`config.mk`:
```
export PLATFORM = sky130hd
export DESIGN_NAME = block_counter4bit_down
export DESIGN_NICKNAME = d
export VERILOG_FILES = /design/src/rtl/counter_pkg.sv /design/src/rtl/clk_tick_gen.sv /design/src/rtl/block_counter4bit_down.sv
export SDC_FILE = /design/constraint.sdc
export NUM_CORES = 1
export LEC_CHECK = 0
export CORE_UTILIZATION = 25
export DETAILED_ROUTE_END_ITERATION = 8
export DONT_BUFFER_PORTS = 1
export PLACE_DENSITY = 0.37
export SETUP_SLACK_MARGIN = 0.2
export SYNTH_ARGS = -nofsm -noshare
export SYNTH_HDL_FRONTEND = slang
export SYNTH_SLANG_ARGS = --single-unit
```
`constraint.sdc`:
```
create_clock -name clk_50M -period 1.6 [get_ports clk_50M]
set_input_delay 0.4 -clock clk_50M [delete_from_list [all_inputs] [get_ports clk_50M]]
set_output_delay 0.4 -clock clk_50M [all_outputs]
set_load 0.01 [all_outputs]
```
`src/rtl/counter_pkg.sv`:
```
`default_nettype none
// ============================================================================
// Package     : counter_pkg
// Description : Shared widths, reset value and default prescaler ratio for
//               the demo counter blocks.
// Revision    : 1.0 - initial release
// ============================================================================
package counter_pkg;

    localparam int unsigned CNT_W   = 4;
    localparam logic [3:0]  CNT_RST = 4'hF;
    localparam int unsigned DIV_W   = 32;

    // 50 MHz / 50_000_000 gives a 1 Hz step.
    localparam logic [DIV_W-1:0] CLK_DIV_DEFAULT = 32'd50_000_000;

endpackage : counter_pkg
`default_nettype wire

```
`src/rtl/clk_tick_gen.sv`:
```
`default_nettype none
// ============================================================================
// Module      : clk_tick_gen
// Description : Prescaler producing a one-cycle enable tick every CLK_DIV
//               clocks. Reusable by any blink/counter block.
//   clk_50M : system clock, rising-edge active
//   Reset   : synchronous active-high reset, clears the prescaler
//   tick    : high for the single cycle in which the prescaler is at
//             CLK_DIV-1 (combinational from the prescaler register)
// Revision    : 1.0 - initial release
// ============================================================================
module clk_tick_gen
    import counter_pkg::*;
#(
    parameter logic [DIV_W-1:0] CLK_DIV = CLK_DIV_DEFAULT
) (
    input  logic clk_50M,
    input  logic Reset,
    output logic tick
);

    localparam logic [DIV_W-1:0] c_last = CLK_DIV - 32'd1;

    logic [DIV_W-1:0] r_div_cnt;
    logic             w_tick;

    // With CLK_DIV=1 the terminal value is 0, so the tick stays high
    // continuously and the counter never leaves 0.
    assign w_tick = (r_div_cnt == c_last);

    always_ff @(posedge clk_50M) begin
        if (Reset) begin
            r_div_cnt <= '0;
        end else if (w_tick) begin
            r_div_cnt <= '0;
        end else begin
            r_div_cnt <= r_div_cnt + 32'd1;
        end
    end

    assign tick = w_tick;

endmodule : clk_tick_gen
`default_nettype wire

```
`src/rtl/block_counter4bit_down.sv`:
```
`default_nettype none
// ============================================================================
// Module      : block_counter4bit_down
// Description : Free-running 4-bit down-counter stepped once per prescaler
//               tick, wrapping 0 -> 15.
//   clk_50M : system clock, rising-edge active
//   Reset   : synchronous active-high reset, loads 15 and restarts prescaler
//   Output  : registered count value
// Revision    : 1.0 - initial release
// ============================================================================
module block_counter4bit_down
    import counter_pkg::*;
#(
    parameter logic [DIV_W-1:0] CLK_DIV = CLK_DIV_DEFAULT
) (
    input  logic             clk_50M,
    input  logic             Reset,
    output logic [CNT_W-1:0] Output
);

    logic             w_tick;
    logic [CNT_W-1:0] r_count;

    clk_tick_gen #(
        .CLK_DIV (CLK_DIV)
    ) u_tick_gen (
        .clk_50M (clk_50M),
        .Reset   (Reset),
        .tick    (w_tick)
    );

    // Reset wins over a coincident tick; natural 4-bit underflow gives the
    // 0 -> 15 wrap.
    always_ff @(posedge clk_50M) begin
        if (Reset) begin
            r_count <= CNT_RST;
        end else if (w_tick) begin
            r_count <= r_count - 4'd1;
        end
    end

    assign Output = r_count;

endmodule : block_counter4bit_down
`default_nettype wire

```
**Word-level counts from Yosys, hierarchy flattened**

Cells that the tools add are included.

- Equal/unequal tests: 1
- Add/subtract/negate cells: 2
- Reduce and logical (&&, ||, !) cells: 1

Operators with widths:

| kind | count |
|---|---|
| $add A32 B1 Y32 const B | 1 |
| $eq A32 B26 Y1 const B | 1 |
| $sub A4 B1 Y4 const B | 1 |
| $reduce_or A2 Y1 | 1 |

- Output and inout bits: 4
- Flip-flop bits (word level): 36
- Bits of input ports: 2

**Logic depth before layout (Yosys ltp)**

- Word-level depth: 2
- Gate-level depth with buffers: 9
- Gate-level depth less buffers: 6

**Modules after synthesis**

From an unflattened synthesis, not the netlist that was laid out.

- Cell total of the unflattened synthesis: 204
- Area, all modules: 1798.0 µm²

By module, submodules not included:

| module | times used | cells each | seq. area each (µm²) | area each (µm²) |
|---|---|---|---|---|
| clk_tick_gen | 1 | 185 | 640.6 | 1601.5 |
| block_counter4bit_down | 1 | 19 | 80.1 | 196.4 |

**Least setup slack after synthesis**

No wires, ideal clock.

- Path type: register to register
- Start point: register u_tick_gen.r_div_cnt[0]
- End point: register u_tick_gen.r_div_cnt[14]
- Buffers on the path: 3
- Stages on the path, launching flop included: 10
- Arrival time: 1.623 ns
- Path slack: -0.137 ns
- Required time: 1.485 ns
- Cells stage by stage: dfxtp_1 > ha_1 > and3_1 > buf_2 > nand4_4 > nor3_2 > or2_1 > buf_4 > buf_6 > nor2_1

- Word-level cells in the longest chain between the ends: 2

RTL lines:

| what | RTL line | RTL |
|---|---|---|
| from (decl) | clk_tick_gen.sv:24 | `logic [DIV_W-1:0] r_div_cnt;` |
| from (signal assigned) | clk_tick_gen.sv:37 | `r_div_cnt <= r_div_cnt + 32'd1;` |
| parallel branches: the longest is 2 deep, another holds $add A32 B1 Y32 | n/a |  |

Several ways; the timed one is not identified.
A chain may end at the register's enable or synchronous reset.

**Worst setup path in the final report**

- Start point: register u_tick_gen.r_div_cnt[0]
- End point: register r_count[3] (netlist: Output[3])

- Word-level cells in the longest chain between the ends: 1

RTL lines:

| what | RTL line | RTL |
|---|---|---|
| $eq A32 B26 Y1 | clk_tick_gen.sv:29 | `assign w_tick = (r_div_cnt == c_last);` |
| to (signal assigned) | block_counter4bit_down.sv:38 | `r_count <= r_count - 4'd1;` |
| to (decl) | block_counter4bit_down.sv:22 | `logic [CNT_W-1:0] r_count;` |

Every way passes these cells.

==> impl_metrics.ini <==
[global_routing]
grt_pass1_vias = 1453
antenna_found_initial = 0
grtUsageTotal_pct = 12.7
gr-total-overflow = 0
grt_max_degree = 12
grt_pass1_wl_um = 7000

[synthesis]
synth_common_cells = dfxtp_1 (36), nor2_1 (36), xnor2_1 (19)
ys_seq_area_share_pct = 42.1
synth-xor-area-share_pct = 16.9
synthSimpleGateAreaFrac_pct = 34.2
synth_compound_area_share_pct = 0
synth_nets = 189
avgSynthCellArea_um2 = 9.25
synth-edff-count = 0
synth.largest_area_cell = dfxtp_1
muxShareOfSynthArea_pct = 0.585
synth-async-reset-ratio_pct = 0
synth_top_area_share_pct = 42.1
synth_ff_type = dfxtp_1
postSynthCellCount = 185
synthTopCellsByArea = dfxtp_1 (42%), xnor2_1 (9.7%), nor2_1 (7.9%)
ys_ff_latch = 36
ys_warn_count = 0
synth_top_family_by_area = simple AND/OR/NAND/NOR gates
netlist_area_um2 = 1710
yosysUniqueCellTypes = 28
synth-adder-area-share_pct = 1.46

[power]
ir_worst_vdd_uv = 355
switchingPower_mw = 0.344
intPower_mw = 1.23
leakage_nw = 0.942
powerDensity_nw_per_um2 = 681
switching_share_pct = 21.9
combPwrFrac_pct = 3.5
power_mw = 1.57
seqPwrFrac_pct = 57.8
p_clk_share_pct = 38.6

[setup_path]
r2r-start = u_tick_gen.r_div_cnt[0]$_SDFF_PP0_
r2r-end = Output[3]$_SDFFE_PP1N_
r2r_setup_slack_ps = -30
worst-path-max-fanout = 4
crit_path_start_kind = register
cp.required_ps = 1780
arrival_ps = 1800
r2r_cells = 7
end_kind = register
worstSetupPathType = register to register

[timing]
tightest_slew_ps = 268
setup-violations-final = 2
tns_ps = -37.3
whs_ps = 218
fin_crit_ps = 1630
finalCritPeriodShare_pct = 102
rsz0062_at_grt = true
maxSlewHeadroom_pct = 82.1
final_hold_viol_count = 0
slew_viol_final = 0
fmax_mhz = 615
setup_ws_ps = -25.5
fin_worst_skew_ps = 8.87

[die]
io_pins = 6
std_cell_rows = 29
core_um2 = 6460
start_util_pct = 26.5
die_area_um2 = 7180
die_x_um = 84.7
fp.dieH_um = 84.7

[layout]
syn2layout_area_growth_pct = 35.0
fin_cells = 297
diodes = 0
drive_above_1_share_pct = 35.9
final_nets = 224
final_area_um2 = 2310
final_util_pct = 35.7

[outcome]
violations = setup timing
status = complete, but fails checks

[min_path]
min_to = Output[2]$_SDFFE_PP1N_
hold_depth = 1
min_path_type = primary input to register
min_from = Reset

[placed_design]
hpwl_um = 2650
gp_congestion = 0.759
dpl_cell_area_um2 = 2010
dpl.cell_count = 284
place_ws_ps = -121
portBuffers = 0

[drt]
wire_per_inst_um = 13.4
drt-initial-drc-count = 33
drc_errors = 0
vias_per_cell = 4.57
first_pass_iters = 4
ant_nets = 0
routed_wirelength_um = 3970
vias = 1357

[clock_tree]
htree_levels = 2
cts_num_sinks = 36
cts_made_buffers = 5
clk_latency_ps = 280
cts_tree = done
clockRootBuffer = clkbuf_8
cts_max_path_buffers = 2
cts_hold_buffers = 0
path_clk_slew_ps = 70

[flow_run]
drv_cap = 0
## registers in the layout, indices dropped and copies added (netlist names)
name and count:
Output 4, u_tick_gen.r_div_cnt 32
## worst max-delay path, stage by stage (launching register included)
cell and delay [ps]:
dfxtp_4 370, ha_4 130, and3_4 220, nand4_4 120, buf_4 180, nor4_4 280, xnor2_1 150, nand2b_1 70
## timing repair
item / 4_1_cts / 5_1_grt
gates resized for setup: 27 / 11
setup endpoints to repair: 36 / 36
pin swaps: 5 / 5
cloned: 2 / 0
buffers inserted: 1 / 3
## cell families (layout without fill, tap and decap cells)
logic type	after synthesis	in the layout
AND/OR/NAND/NOR	100	101
flip-flops	36	36
XOR/XNOR	33	33
buffers and inverters	13	47
adder cells (fa/ha/maj)	2	2
multiplexers	1	1
## worst max-delay path by stage
stage,start,endpoint
6_report,u_tick_gen.r_div_cnt[0]$_SDFF_PP0_,Output[3]$_SDFFE_PP1N_
5_1_grt,u_tick_gen.r_div_cnt[1]$_SDFF_PP0_,Output[3]$_SDFFE_PP1N_
4_1_cts,u_tick_gen.r_div_cnt[28]$_SDFF_PP0_,u_tick_gen.r_div_cnt[13]$_SDFF_PP0_
3_5_place_dp,u_tick_gen.r_div_cnt[30]$_SDFF_PP0_,Output[3]$_SDFFE_PP1N_
3_3_place_gp,u_tick_gen.r_div_cnt[30]$_SDFF_PP0_,Output[3]$_SDFFE_PP1N_
2_1_floorplan,u_tick_gen.r_div_cnt[30]$_SDFF_PP0_,u_tick_gen.r_div_cnt[30]$_SDFF_PP0_
## layer usage
metal	GRT usage, %	part of all wire, %
met3	3.64	3.3
met1	13.7	42
met4	5.39	2.5
met2	23.0	52
met5	0	0
## power by group through the flow
stage	sequential, mW	combinational, mW	clock [mW]
floorplan	0.930	0.0331	0
global placement	0.930	0.0377	0
detailed placement	0.931	0.0395	0
CTS	0.910	0.0529	0.638
global route	0.910	0.0613	0.672
finish	0.909	0.0556	0.608
## layout by cell type, fill, tap and decap left out, types with 2 or more instances in the layout
master    synthesis  layout
and2_2            0       2
and3_1            6       3
nand4_1           6       6
nand3_1          10      10
nand2b_1          3       3
nor3_1            4       4
nor4b_4           0       2
and3_2            0       2
inv_1             6       6
and4_4            1       3
dfxtp_1          36      29
xnor2_1          19      18
nor2_1           36      31
dfxtp_4           0       2
and2_1            4       2
nor4_4            0       5
nand4_4           2       2
nor4_2            4       3
nand2_1           9       7
buf_4             2      30
clkbuf_8          0       5
nand2_2           0       2
nor2_2            0       4
and4_1            4       3
dfxtp_2           0       5
xor2_1           14      14
## area by class of cell
cell class | instances | area, um^2
clock buffers | 6 | 72.6
clock inverters | 1 | 5.00
fillers | 656 | 4150
inverters | 6 | 22.5
multi-input cells | 137 | 1080
flip-flops and latches | 36 | 734
well taps | 77 | 96.3
repair buffers | 34 | 299
(Power assumes the default switching activity.)
